$ cat config.mk
export PLATFORM = sky130hd
export DESIGN_NAME = lcd_text_sequencer
export DESIGN_NICKNAME = d
export VERILOG_FILES = /design/src/rtl/lcd_text_sequencer.sv
export SDC_FILE = /design/constraint.sdc
export NUM_CORES = 1
export LEC_CHECK = 0
export ABC_AREA = 1
export CAP_MARGIN = 20
export CELL_PAD_IN_SITES_DETAIL_PLACEMENT = 0
export CELL_PAD_IN_SITES_GLOBAL_PLACEMENT = 1
export CORE_MARGIN = 2
export CORE_UTILIZATION = 35
export DETAILED_ROUTE_END_ITERATION = 10
export GPL_ROUTABILITY_DRIVEN = 1
export PLACE_DENSITY = 0.65
export SYNTH_ARGS = -nofsm -noshare
export SYNTH_HDL_FRONTEND = slang
export SYNTH_SLANG_ARGS = --single-unit
$ cat constraint.sdc
create_clock -name iCLK -period 2.9 [get_ports iCLK]
set_input_delay 0.29 -clock iCLK [delete_from_list [all_inputs] [get_ports iCLK]]
set_output_delay 0.29 -clock iCLK [all_outputs]
set_load 0.02 [all_outputs]
$ cat src/rtl/lcd_text_sequencer.sv
// lcd_text_sequencer: power-up wait, HD44780-style init, and redraw of a
// 32-byte text buffer through a start/done LCD controller.
// Build option: define LCD_LINE2_EN to also draw line 2 (buffer[16..31]).
//
// state    | meaning
// ---------+---------------------------------------------------------
// PWRUP    | power-up wait, counter runs to PWRUP_CYCLES-1
// LOAD     | register data/RS for the current step, start low
// START    | data stable for one cycle, raise start on the next edge
// WAITDONE | hold start and data until the controller reports done
// GAP      | wait GAP_CYCLES before the next step
// IDLE     | not busy, waiting for a refresh request
module lcd_text_sequencer #(
    parameter int PWRUP_CYCLES = 1000000,
    parameter int GAP_CYCLES   = 131071
) (
    input  logic       iCLK,
    input  logic       iRST_N,
    input  logic       iWR,
    input  logic [4:0] iWADDR,
    input  logic [7:0] iWDATA,
    input  logic       iREFRESH,
    output logic       oBusy,
    output logic       oInitDone,
    output logic [7:0] oLCD_DATA,
    output logic       oLCD_RS,
    output logic       oLCD_Start,
    input  logic       iLCD_Done
);

    typedef enum logic [2:0] {
        S_PWRUP,
        S_LOAD,
        S_START,
        S_WAITDONE,
        S_GAP,
        S_IDLE
    } state_t;

`ifdef LCD_LINE2_EN
    localparam logic [5:0] LAST_STEP = 6'd37;
`else
    localparam logic [5:0] LAST_STEP = 6'd20;
`endif

    localparam logic [19:0] PWRUP_TC = 20'(PWRUP_CYCLES - 1);
    localparam logic [19:0] GAP_TC   = 20'(GAP_CYCLES - 1);

    state_t      state_q, state_d;
    logic [19:0] cnt_q, cnt_d;
    logic [5:0]  step_q, step_d;
    logic        pending_q, pending_d;
    logic [7:0]  data_q, data_d;
    logic        rs_q, rs_d;
    logic        start_q, start_d;
    logic        init_done_q, init_done_d;
    logic        first_q, first_d;
    logic [7:0]  buf_q [32];
    logic [7:0]  buf_d [32];

    logic [7:0]  load_byte;
    logic        load_rs;
    logic [4:0]  line1_idx;
`ifdef LCD_LINE2_EN
    logic [4:0]  line2_idx;
`endif

    // Text buffer: host writes land on any cycle, in every state.
    always_comb begin
        buf_d = buf_q;
        if (iWR) begin
            buf_d[iWADDR] = iWDATA;
        end
    end

    // Text buffer storage, cleared to spaces on reset.
    always_ff @(posedge iCLK or negedge iRST_N) begin
        if (!iRST_N) begin
            for (int i = 0; i < 32; i++) begin
                buf_q[i] <= 8'h20;
            end
        end else begin
            buf_q <= buf_d;
        end
    end

    // Step table: byte and RS for the current step (buffer read is pre-write).
    always_comb begin
        load_byte = 8'h20;
        load_rs   = 1'b0;
        line1_idx = 5'(step_q - 6'd5);
`ifdef LCD_LINE2_EN
        line2_idx = 5'(step_q - 6'd6);
`endif
        case (step_q)
            6'd0: load_byte = 8'h38;
            6'd1: load_byte = 8'h0C;
            6'd2: load_byte = 8'h01;
            6'd3: load_byte = 8'h06;
            6'd4: load_byte = 8'h80;
`ifdef LCD_LINE2_EN
            6'd21: load_byte = 8'hC0;
`endif
            default: begin
                if (step_q >= 6'd5 && step_q <= 6'd20) begin
                    load_byte = buf_q[line1_idx];
                    load_rs   = 1'b1;
                end
`ifdef LCD_LINE2_EN
                else if (step_q >= 6'd22) begin
                    load_byte = buf_q[line2_idx];
                    load_rs   = 1'b1;
                end
`endif
            end
        endcase
    end

    // Sequencer next-state and registered-output logic.
    always_comb begin
        state_d     = state_q;
        cnt_d       = cnt_q;
        step_d      = step_q;
        pending_d   = pending_q | iREFRESH;
        data_d      = data_q;
        rs_d        = rs_q;
        start_d     = start_q;
        init_done_d = init_done_q;
        first_d     = first_q;

        case (state_q)
            S_PWRUP: begin
                if (cnt_q == PWRUP_TC) begin
                    cnt_d   = 20'd0;
                    step_d  = 6'd0;
                    state_d = S_LOAD;
                end else begin
                    cnt_d = cnt_q + 20'd1;
                end
            end
            S_LOAD: begin
                data_d  = load_byte;
                rs_d    = load_rs;
                start_d = 1'b0;
                state_d = S_START;
            end
            S_START: begin
                start_d = 1'b1;
                first_d = 1'b1;
                state_d = S_WAITDONE;
            end
            S_WAITDONE: begin
                start_d = 1'b1;
                first_d = 1'b0;
                // Done seen in the first cycle is left over from the previous
                // command; the controller has not reacted to our edge yet.
                if (!first_q && iLCD_Done) begin
                    start_d = 1'b0;
                    cnt_d   = 20'd0;
                    state_d = S_GAP;
                end
            end
            S_GAP: begin
                if (cnt_q == GAP_TC) begin
                    cnt_d = 20'd0;
                    if (step_q == 6'd3) begin
                        init_done_d = 1'b1;
                    end
                    if (step_q == LAST_STEP) begin
                        state_d = S_IDLE;
                    end else begin
                        step_d  = step_q + 6'd1;
                        state_d = S_LOAD;
                    end
                end else begin
                    cnt_d = cnt_q + 20'd1;
                end
            end
            S_IDLE: begin
                if (iREFRESH || pending_q) begin
                    step_d    = 6'd4;
                    pending_d = 1'b0;
                    state_d   = S_LOAD;
                end
            end
            default: begin
                state_d = S_PWRUP;
                cnt_d   = 20'd0;
            end
        endcase
    end

    // Sequencer registers.
    always_ff @(posedge iCLK or negedge iRST_N) begin
        if (!iRST_N) begin
            state_q     <= S_PWRUP;
            cnt_q       <= 20'd0;
            step_q      <= 6'd0;
            pending_q   <= 1'b0;
            data_q      <= 8'h00;
            rs_q        <= 1'b0;
            start_q     <= 1'b0;
            init_done_q <= 1'b0;
            first_q     <= 1'b0;
        end else begin
            state_q     <= state_d;
            cnt_q       <= cnt_d;
            step_q      <= step_d;
            pending_q   <= pending_d;
            data_q      <= data_d;
            rs_q        <= rs_d;
            start_q     <= start_d;
            init_done_q <= init_done_d;
            first_q     <= first_d;
        end
    end

    assign oBusy      = (state_q != S_IDLE);
    assign oInitDone  = init_done_q;
    assign oLCD_DATA  = data_q;
    assign oLCD_RS    = rs_q;
    assign oLCD_Start = start_q;

endmodule

==> results_dict.tcl, run 1 <==
set metrics [dict create \
    port_buffers 29 \
    powerDensity_mw_per_mm2 804 \
    hold_class "primary input to register" \
    gr-total-overflow 0 \
    status "complete, no violations" \
    fp.dieW_um 168 \
    multiInputGateArea_mm2 0.00402 \
    crit_type "register to register" \
    finalPower_w 0.00859 \
    n_fill_cell 2724 \
    syn_nets 1233 \
    synth_cell_type_count 41 \
    wire_per_inst_um 17.5 \
    htree_levels 4 \
    firstDrtPassIters 5 \
    cts_sinks 186 \
    setup_viol 0 \
    synthTopCellsByCount "nand2_1 (380), o21ai_0 (167), dfrtp_1 (154)" \
    synth_top_family_by_area "simple AND/OR/NAND/NOR gates" \
    syn_inst 1209 \
    tightestPinTransition_ns 0.685 \
    crit_path_end_kind "register" \
    syn_area_per_cell_um2 7.76 \
    finalHoldViolCount 0 \
    synth_most_common_cell "nand2_1" \
    dieArea_mm2 0.0281 \
    fin_setup_tns_ns 0 \
    grt_setup_unrepaired "false" \
    antenna_found_initial 0 \
    ios 30 \
    drt-vias-per-instance 5.10 \
    vias 7949 \
    ant_nets 0 \
    drv_slew 0 \
    min_period_ns 2.24 \
    skew_ns 0.0130 \
    muxShareOfSynthArea 0 \
    gp_congestion 0.818 \
    power_leakage_nw 4.73 \
    p_seq_frac 0.396 \
    crit_path_start_kind "register" \
    cts.path.max_buffers 2 \
    dieHeight_um 168 \
    clk_pin_slew_ns 0.08 \
    start_util 0.358 \
    synth_top_area_share 0.411 \
    max_clock_freq_ghz 0.446 \
    area_growth_pct 13.7 \
    totalWireLength_mm 27.3 \
    ys.flop_type "dfrtp_1" \
    nets 1235 \
    synthTopCellsByArea "dfrtp_1 (41%), nand2_1 (15%), dfstp_2 (9.0%), o21ai_0 (8.9%), nand3_1 (6.3%)" \
    clk_latency_ns 0.44 \
    hpwl_mm 18.0 \
    num_rows 59 \
    peakVddDrop_mv 0.392 \
    p_int_w 0.00519 \
    grt_use_total 0.205 \
    power_frac_comb 0.331 \
    drive_gt1_frac 0.112 \
    grt_max_degree 73 \
    period_share 0.773 \
    seq_area_frac_synth 0.500 \
    path_max_fanout 7 \
    drcViolationCount 0 \
    clock-root-buffer "clkbuf_16" \
    synth_area_mm2 0.00939 \
    p_sw_frac 0.396 \
    cts_buffers 17 \
    synth-compound-area-share 0.125 \
    ys_ff_latch 186 \
    yosysTopAreaCell "dfrtp_1" \
    cp.required_ns 3.23 \
    synth-edff-count 0 \
    cp.arrival_ns 2.57 \
    synth-simple-area-share 0.279 \
    drv_cap 0 \
    async_flop_share 1.00 \
    p_clk_frac 0.273 \
    core-area_mm2 0.0262 \
    max_slew_margin 0.543 \
    drt_iter0_drc 605 \
    yosysWarnings 0 \
    antennaDiodeCount 0 \
    seqCellArea_mm2 0.00470 \
    synth_fa_ha_area_frac 0.00800 \
    switchingPower_w 0.00340 \
    cts_tree "yes" \
    grt_pass1_vias 7848 \
    synth_xor_xnor_area_share 0.0156 \
    grt_pass1_wl_mm 45.1 \
]
## path summary, 6_finish.rpt
kind / endpoint / cells past startpoint / startpoint / slack, ns
max: oLCD_DATA[0]$_DFFE_PN0P_ / 11 / step_q[0]$_DFFE_PN0P_ / 0.66
min reg2reg: buf_q[53]$_DFFE_PN1P_ / 2 / buf_q[53]$_DFFE_PN1P_ / 0.47
min in group asynchronous: buf_q[191]$_DFFE_PN0P_ / 2 / iRST_N / 0.45
max in group asynchronous: buf_q[197]$_DFFE_PN1P_ / 3 / iRST_N / 1.53
min: buf_q[131]$_DFFE_PN0P_ / 3 / iWDATA[3] / 0.43
max reg2reg: oLCD_DATA[0]$_DFFE_PN0P_ / 11 / step_q[0]$_DFFE_PN0P_ / 0.66
## routing by layer
metal,GRT usage,routed length [um],vias to the layer above
li1,-,-,3931
met2,0.322,12500,131
met1,0.299,13700,3864
met5,0,0,-
met3,0.0296,832,23
met4,0.0503,352,0
## power groups by stage
stage | clock network [W] | logic (W) | registers, W
2_1_floorplan | 0 | 0.00187 | 0.00340
3_3_place_gp | 0 | 0.00285 | 0.00345
3_5_place_dp | 0 | 0.00287 | 0.00344
4_1_cts | 0.00240 | 0.00288 | 0.00340
5_1_grt | 0.00251 | 0.00321 | 0.00346
6_report | 0.00234 | 0.00284 | 0.00340
## flip-flops by register name, summed over array words and instances, names as in the netlist
| signal | cells |
|---|---|
| buf_q | 144 |
| pending_q | 1 |
| oLCD_RS | 1 |
| oLCD_Start | 1 |
| state_q | 3 |
| cnt_q | 20 |
| oLCD_DATA | 8 |
| oInitDone | 1 |
| step_q | 6 |
| first_q | 1 |
## cells in the final DEF, fill, tap and decap left out, drive strengths merged
cell type	n
a21boi	1
a21o	1
a21oi	25
a22oi	3
a2bb2oi	2
a31oi	3
a41oi	1
buf	36
clkbuf	18
clkdlybuf4s50	28
clkinv	9
clkinvlp	1
dfrtp	154
dfstp	32
dlygate4sd3	1
ha	6
inv	94
nand2	383
nand3	118
nand3b	2
nand4	8
nor2	57
nor3	32
nor3b	1
nor4	4
o211ai	7
o21ai	179
o22ai	2
or2	1
xnor2	5
xor2	10
## worst max-delay path, cell delays in order (launching register included)
cell and delay, ns:
dfrtp_2 0.46, inv_2 0.10, ha_1 0.34, inv_2 0.07, a21oi_1 0.20, inv_2 0.05
nand2_1 0.06, nand2_1 0.15, inv_1 0.28, nand2_1 0.15, a21oi_1 0.19, o21ai_1 0.07
## per-stage QoR
| step | cell area [um2] | cells | hold WS (ns) | worst slack, ns | utilization |
|---|---|---|---|---|---|
| finish | 10700 | 1559 | 0.430 | 0.659 | 0.407 |
| global route | 10700 | 1559 | 0.458 | 0.415 | 0.407 |
| CTS | 10700 | 1559 | 0.411 | 0.669 | 0.407 |
| detailed placement | 10100 | 1526 | 0.377 | 0.627 | 0.385 |
| global placement | 10100 | 1526 | 0.380 | 0.616 | 0.385 |
| floorplan | 9390 | 1209 | -0.00559 | 0.478 | - |
## cell families after synthesis
logic type / Yosys count
compound gates: 224
buf+inv: 172
fa+ha+maj: 6
flops: 186
xor+xnor: 15
simple gates: 606
## timing repair
action / CTS / global route
hold buffers: 1 / 0
hold endpoints to repair: 59 / 0
resized for setup: 0 / 0
setup buffers: 0 / 0
## area by class of cell
cell class / instances / area share
clock inverters: 15 / 0.0149
flip-flops and latches: 186 / 0.440
multi-input cells: 851 / 0.376
clock buffers: 17 / 0.0398
inverters: 89 / 0.0313
repair buffers: 66 / 0.0585
well taps: 335 / 0.0393
Power figures use the tool's default switching activity.
==> inputs of run 2 (changes only) <==
clock period = 2.15 ns   (was 2.9 ns; I/O delays follow)
==> results_dict.tcl, run 2 (same netlist as run 1, synthesis figures left out) <==
set metrics [dict create \
    drv_slew 0 \
    cts_sinks 186 \
    ant_nets 0 \
    vias 7967 \
    dieHeight_um 168 \
    max_clock_freq_ghz 0.491 \
    period_share 0.947 \
    path_max_fanout 5 \
    seqCellArea_mm2 0.00470 \
    wire_per_inst_um 17.9 \
    cp.required_ns 2.51 \
    grt_use_total 0.206 \
    gp_congestion 0.801 \
    tightestPinTransition_ns 0.892 \
    drt_iter0_drc 560 \
    hpwl_mm 18.8 \
    largest_reg_flops 144 \
    peakVddDrop_mv 0.593 \
    layout_common_cells "nand2_1 (377), o21ai_0 (167), dfrtp_1 (152)" \
    htree_levels 4 \
    powerDensity_mw_per_mm2 1100 \
    n_fill_cell 2651 \
    grt_pass1_wl_mm 45.1 \
    drt-vias-per-instance 5.06 \
    finalPower_w 0.0120 \
    grt_pass1_vias 7750 \
    max_slew_margin 0.404 \
    core-area_mm2 0.0262 \
    fin_hold_ws_ns 0.343 \
    place_worst_setup_slack_ns -0.0781 \
    clock-root-buffer "clkbuf_16" \
    skew_ns 0.0172 \
    wl_met2_mm 12.5 \
    final_common_cell "nand2_1" \
    cts.path.max_buffers 2 \
    highest_layer "met4" \
    fp.dieW_um 168 \
    cts_tree "yes" \
    cp.arrival_ns 2.39 \
    grt_max_degree 70 \
    hold_class "primary input to async pin" \
    clk_latency_ns 0.44 \
    power_leakage_nw 4.84 \
    gr-total-overflow 0 \
    setup_viol 0 \
    multiInputGateArea_mm2 0.00409 \
    cts_buffers 17 \
    dr_wl_met3_mm 1.29 \
    nets 1252 \
    wl_met1_mm 14.2 \
    area_growth_pct 16.4 \
    crit_type "register to register" \
    port_buffers 29 \
    setup_slack_ns 0.115 \
    dieArea_mm2 0.0281 \
    finalHoldViolCount 0 \
    drcViolationCount 0 \
    num_rows 59 \
    firstDrtPassIters 5 \
    drive_gt1_frac 0.133 \
    clk_pin_slew_ns 0.08 \
    crit_path_start_kind "register" \
    start_util 0.358 \
    drv_cap 0 \
    status "complete, no violations" \
    antennaDiodeCount 0 \
    crit_path_end_kind "register" \
    antenna_found_initial 0 \
    largest_register "buf_q" \
    ios 30 \
    min_period_ns 2.04 \
    totalWireLength_mm 28.2 \
]
run 2: layout make-up:
cell class                 count  area share
sequential                   186       0.430
multi-input combinational    851       0.374
timing repair buffer          83      0.0749
clock buffer                  18      0.0393
tap                          335      0.0384
inverter                      89      0.0310
clock inverter                14      0.0121
run 2: timing repair:
item / 4_1_cts / 5_1_grt
resized for setup: 1 / 22
cloned: 0 / 2
endpoints found under the setup margin: 8 / 23
endpoints found under the hold margin: 38 / 0
hold buffers: 1 / 0
pin swaps: 0 / 1
setup buffers: 0 / 1
run 2: routing by layer:
| layer | GRT usage | vias up |
|---|---|---|
| met2 | 0.316 | 157 |
| met1 | 0.308 | 3828 |
| li1 | - | 3971 |
| met5 | 0 | - |
| met4 | 0.0359 | 0 |
| met3 | 0.0378 | 11 |
run 2: where the power goes:
part	internal (W)	total (W)	switching, W	leakage [nW]
combinational	0.00152	0.00433	0.00280	2.24
clock	0.00154	0.00309	0.00155	0.275
sequential	0.00421	0.00460	0.000390	2.33
run 2: worst max-delay path: stages (launching register included):
cell,delay (ns)
dfrtp_2,0.41
inv_2,0.10
ha_4,0.17
buf_4,0.16
xor2_4,0.29
clkbuf_16,0.23
nand3_1,0.15
nand3_1,0.14
nand2_1,0.06
nand2_1,0.06
nand2_1,0.06
a2bb2oi_1,0.13
run 2: final timing paths:
kind	start	to	slack [ns]	depth (start not counted)
worst max-delay path	step_q[0]$_DFFE_PN0P_	oLCD_DATA[3]$_DFFE_PN0P_	0.11	11
worst max register to register	step_q[0]$_DFFE_PN0P_	oLCD_DATA[3]$_DFFE_PN0P_	0.11	11
worst min register to register	buf_q[61]$_DFFE_PN1P_	buf_q[61]$_DFFE_PN1P_	0.47	2
min in group iCLK	iWDATA[2]	buf_q[130]$_DFFE_PN0P_	0.36	3
max in group asynchronous	iRST_N	buf_q[77]$_DFFE_PN1P_	1.02	3
worst min-delay path	iRST_N	buf_q[236]$_DFFE_PN0P_	0.34	2
run 2: metrics by stage:
step | util | area, um2 | TNS [ns] | std cells
after detailed placement | 0.389 | 10200 | -0.291 | 1540
final | 0.417 | 10900 | 0 | 1576
after CTS | 0.411 | 10800 | 0 | 1573
after global routing | 0.417 | 10900 | -0.0143 | 1576
after floorplan | - | 9440 | 0 | 1209
after global placement | 0.389 | 10200 | -0.197 | 1540
==> inputs of run 3 (changes only) <==
CORE_MARGIN = default   (was 2)
==> results_dict.tcl, run 3 (same netlist as run 1, synthesis figures left out) <==
set metrics [dict create \
    cp.required_ns 2.46 \
    fin_setup_tns_ns 0 \
    ios 30 \
    drv_cap 0 \
    final_common_cell "nand2_1" \
    dieHeight_um 166 \
    p_seq_frac 0.381 \
    cp_slowest_cell "dfrtp_2" \
    cp.buffers_inverters 3 \
    dpl_cell_area_mm2 0.0103 \
    layout_common_cells "nand2_1 (378), o21ai_0 (167), dfrtp_1 (152)" \
    critPathTopFamily "simple AND/OR/NAND/NOR gates" \
    cts_tree "yes" \
    drv_slew 0 \
    finalHoldViolCount 0 \
    use_met2 0.326 \
    crit_path_end_kind "register" \
    port_buffers 29 \
    core-area_mm2 0.0262 \
    clk_latency_ns 0.44 \
    n_fill_cell 2689 \
    antennaDiodeCount 0 \
    crit_type "register to register" \
    htree_levels 4 \
    status "finished with violations" \
    grt_setup_unrepaired "false" \
    grt_pass1_wl_mm 44.5 \
    ant_nets 0 \
    largest_reg_flops 144 \
    grt_max_degree 70 \
    r2r_start "step_q[0]$_DFFE_PN0P_" \
    max_clock_freq_ghz 0.493 \
    slowest_delay_ns 0.48 \
    skew_ns 0.0162 \
    power_leakage_nw 4.89 \
    min_period_ns 2.03 \
    setup_viol 0 \
    area_growth_pct 17.6 \
    drcViolationCount 5 \
    cp_common_cell "nand3_1" \
    clk_pin_slew_ns 0.08 \
    wire_per_inst_um 17.4 \
    switchingPower_w 0.00468 \
    drt_iter0_drc 555 \
    cts_sinks 186 \
    totalWireLength_mm 27.6 \
    drt-vias-per-instance 5.03 \
    nets 1260 \
    cp.arrival_ns 2.34 \
    p_clk_frac 0.266 \
    path_max_fanout 16 \
    cts.path.max_buffers 2 \
    largest_register "buf_q" \
    gr-total-overflow 0 \
    vias 7969 \
    violations "design-rule violations" \
    place_worst_setup_slack_ns 0.0878 \
    clock-root-buffer "clkbuf_16" \
    path_cells "inv_6 > ha_4 > inv_4 > buf_12 > nand3_1 > nand3_1 > nand3_1 > nand2_1 > nand2_1 > a21oi_1 > o21ai_1" \
    finalPower_w 0.0121 \
    startpoint "step_q[0]$_DFFE_PN0P_" \
    start_util 0.358 \
    p_sw_frac 0.386 \
    grt_use_total 0.205 \
    grt.busiest_layer "met2" \
    num_rows 59 \
    max_slew_margin 0.606 \
    period_share 0.943 \
    cts_buffers 17 \
    firstDrtPassIters 8 \
    antenna_found_initial 0 \
    dp_cells 1546 \
    drive_gt1_frac 0.139 \
    p_int_w 0.00746 \
    grt_pass1_vias 7896 \
    dieArea_mm2 0.0275 \
    final_cells 1584 \
    stdcell_area_mm2 0.0110 \
    powerDensity_mw_per_mm2 1100 \
    met1_usage 0.301 \
    gp_congestion 0.871 \
    crit_path_start_kind "register" \
    gr-usage-met3 0.0310 \
    tightestPinTransition_ns 0.590 \
    hold_class "primary input to async pin" \
    fp.dieW_um 166 \
    power_frac_comb 0.354 \
    hpwl_mm 18.0 \
    peakVddDrop_mv 0.504 \
    setup_slack_ns 0.123 \
]
==> run 3: what timing repair did <==
action	CTS	global route
buffers inserted	0	3
hold buffers	1	0
setup endpoints to repair	0	21
endpoints found under the hold margin	28	0
gates resized for setup	0	21
==> run 3: metrics by stage <==
step	hold WS (ns)	util
after global routing	0.349	0.421
after floorplan	-0.0806	-
after CTS	0.322	0.415
after detailed placement	0.226	0.392
final	0.321	0.421
after global placement	0.229	0.392
==> run 3: power groups by stage <==
stage	sequential, W	clock [W]	combinational (W)
global placement	0.00467	0	0.00403
CTS	0.00461	0.00329	0.00405
detailed placement	0.00467	0	0.00403
finish	0.00462	0.00322	0.00430
global route	0.00471	0.00344	0.00479
floorplan	0.00459	0	0.00259
==> run 3: metal layers <==
metal  wire (um)  vias to the layer above
met5           0                        -
met4         197                        0
met3         950                       12
met2       12300                      147
met1       14100                     3827
li1            -                     3983
==> run 3: cell type report <==
type	instances	area, um2	area share
Multi-Input combinational cell	851	4080	0.369
Tap cell	335	419	0.0380
Sequential cell	186	4700	0.425
Clock buffer	19	433	0.0392
Inverter	89	345	0.0313
Clock inverter	13	158	0.0143
Timing Repair Buffer	91	916	0.0829
==> run 3: path summary, 6_finish.rpt <==
check,end,slack (ns),depth (start not counted)
min in group iCLK,buf_q[128]$_DFFE_PN0P_,0.37,3
hold reg to reg,oInitDone$_DFFE_PN0P_,0.47,1
max in group asynchronous,buf_q[117]$_DFFE_PN1P_,1.04,3
setup / recovery,oLCD_DATA[0]$_DFFE_PN0P_,0.12,11
setup reg to reg,oLCD_DATA[0]$_DFFE_PN0P_,0.12,11
hold / removal,buf_q[183]$_DFFE_PN0P_,0.32,2
==> run 3: worst reg2reg max path: stages (launching register included) <==
cell and delay [ns]:
dfrtp_2 0.48, inv_6 0.13, ha_4 0.24, inv_4 0.10, buf_12 0.18, nand3_1 0.12
nand3_1 0.14, nand3_1 0.10, nand2_1 0.11, nand2_1 0.08, a21oi_1 0.15, o21ai_1 0.07
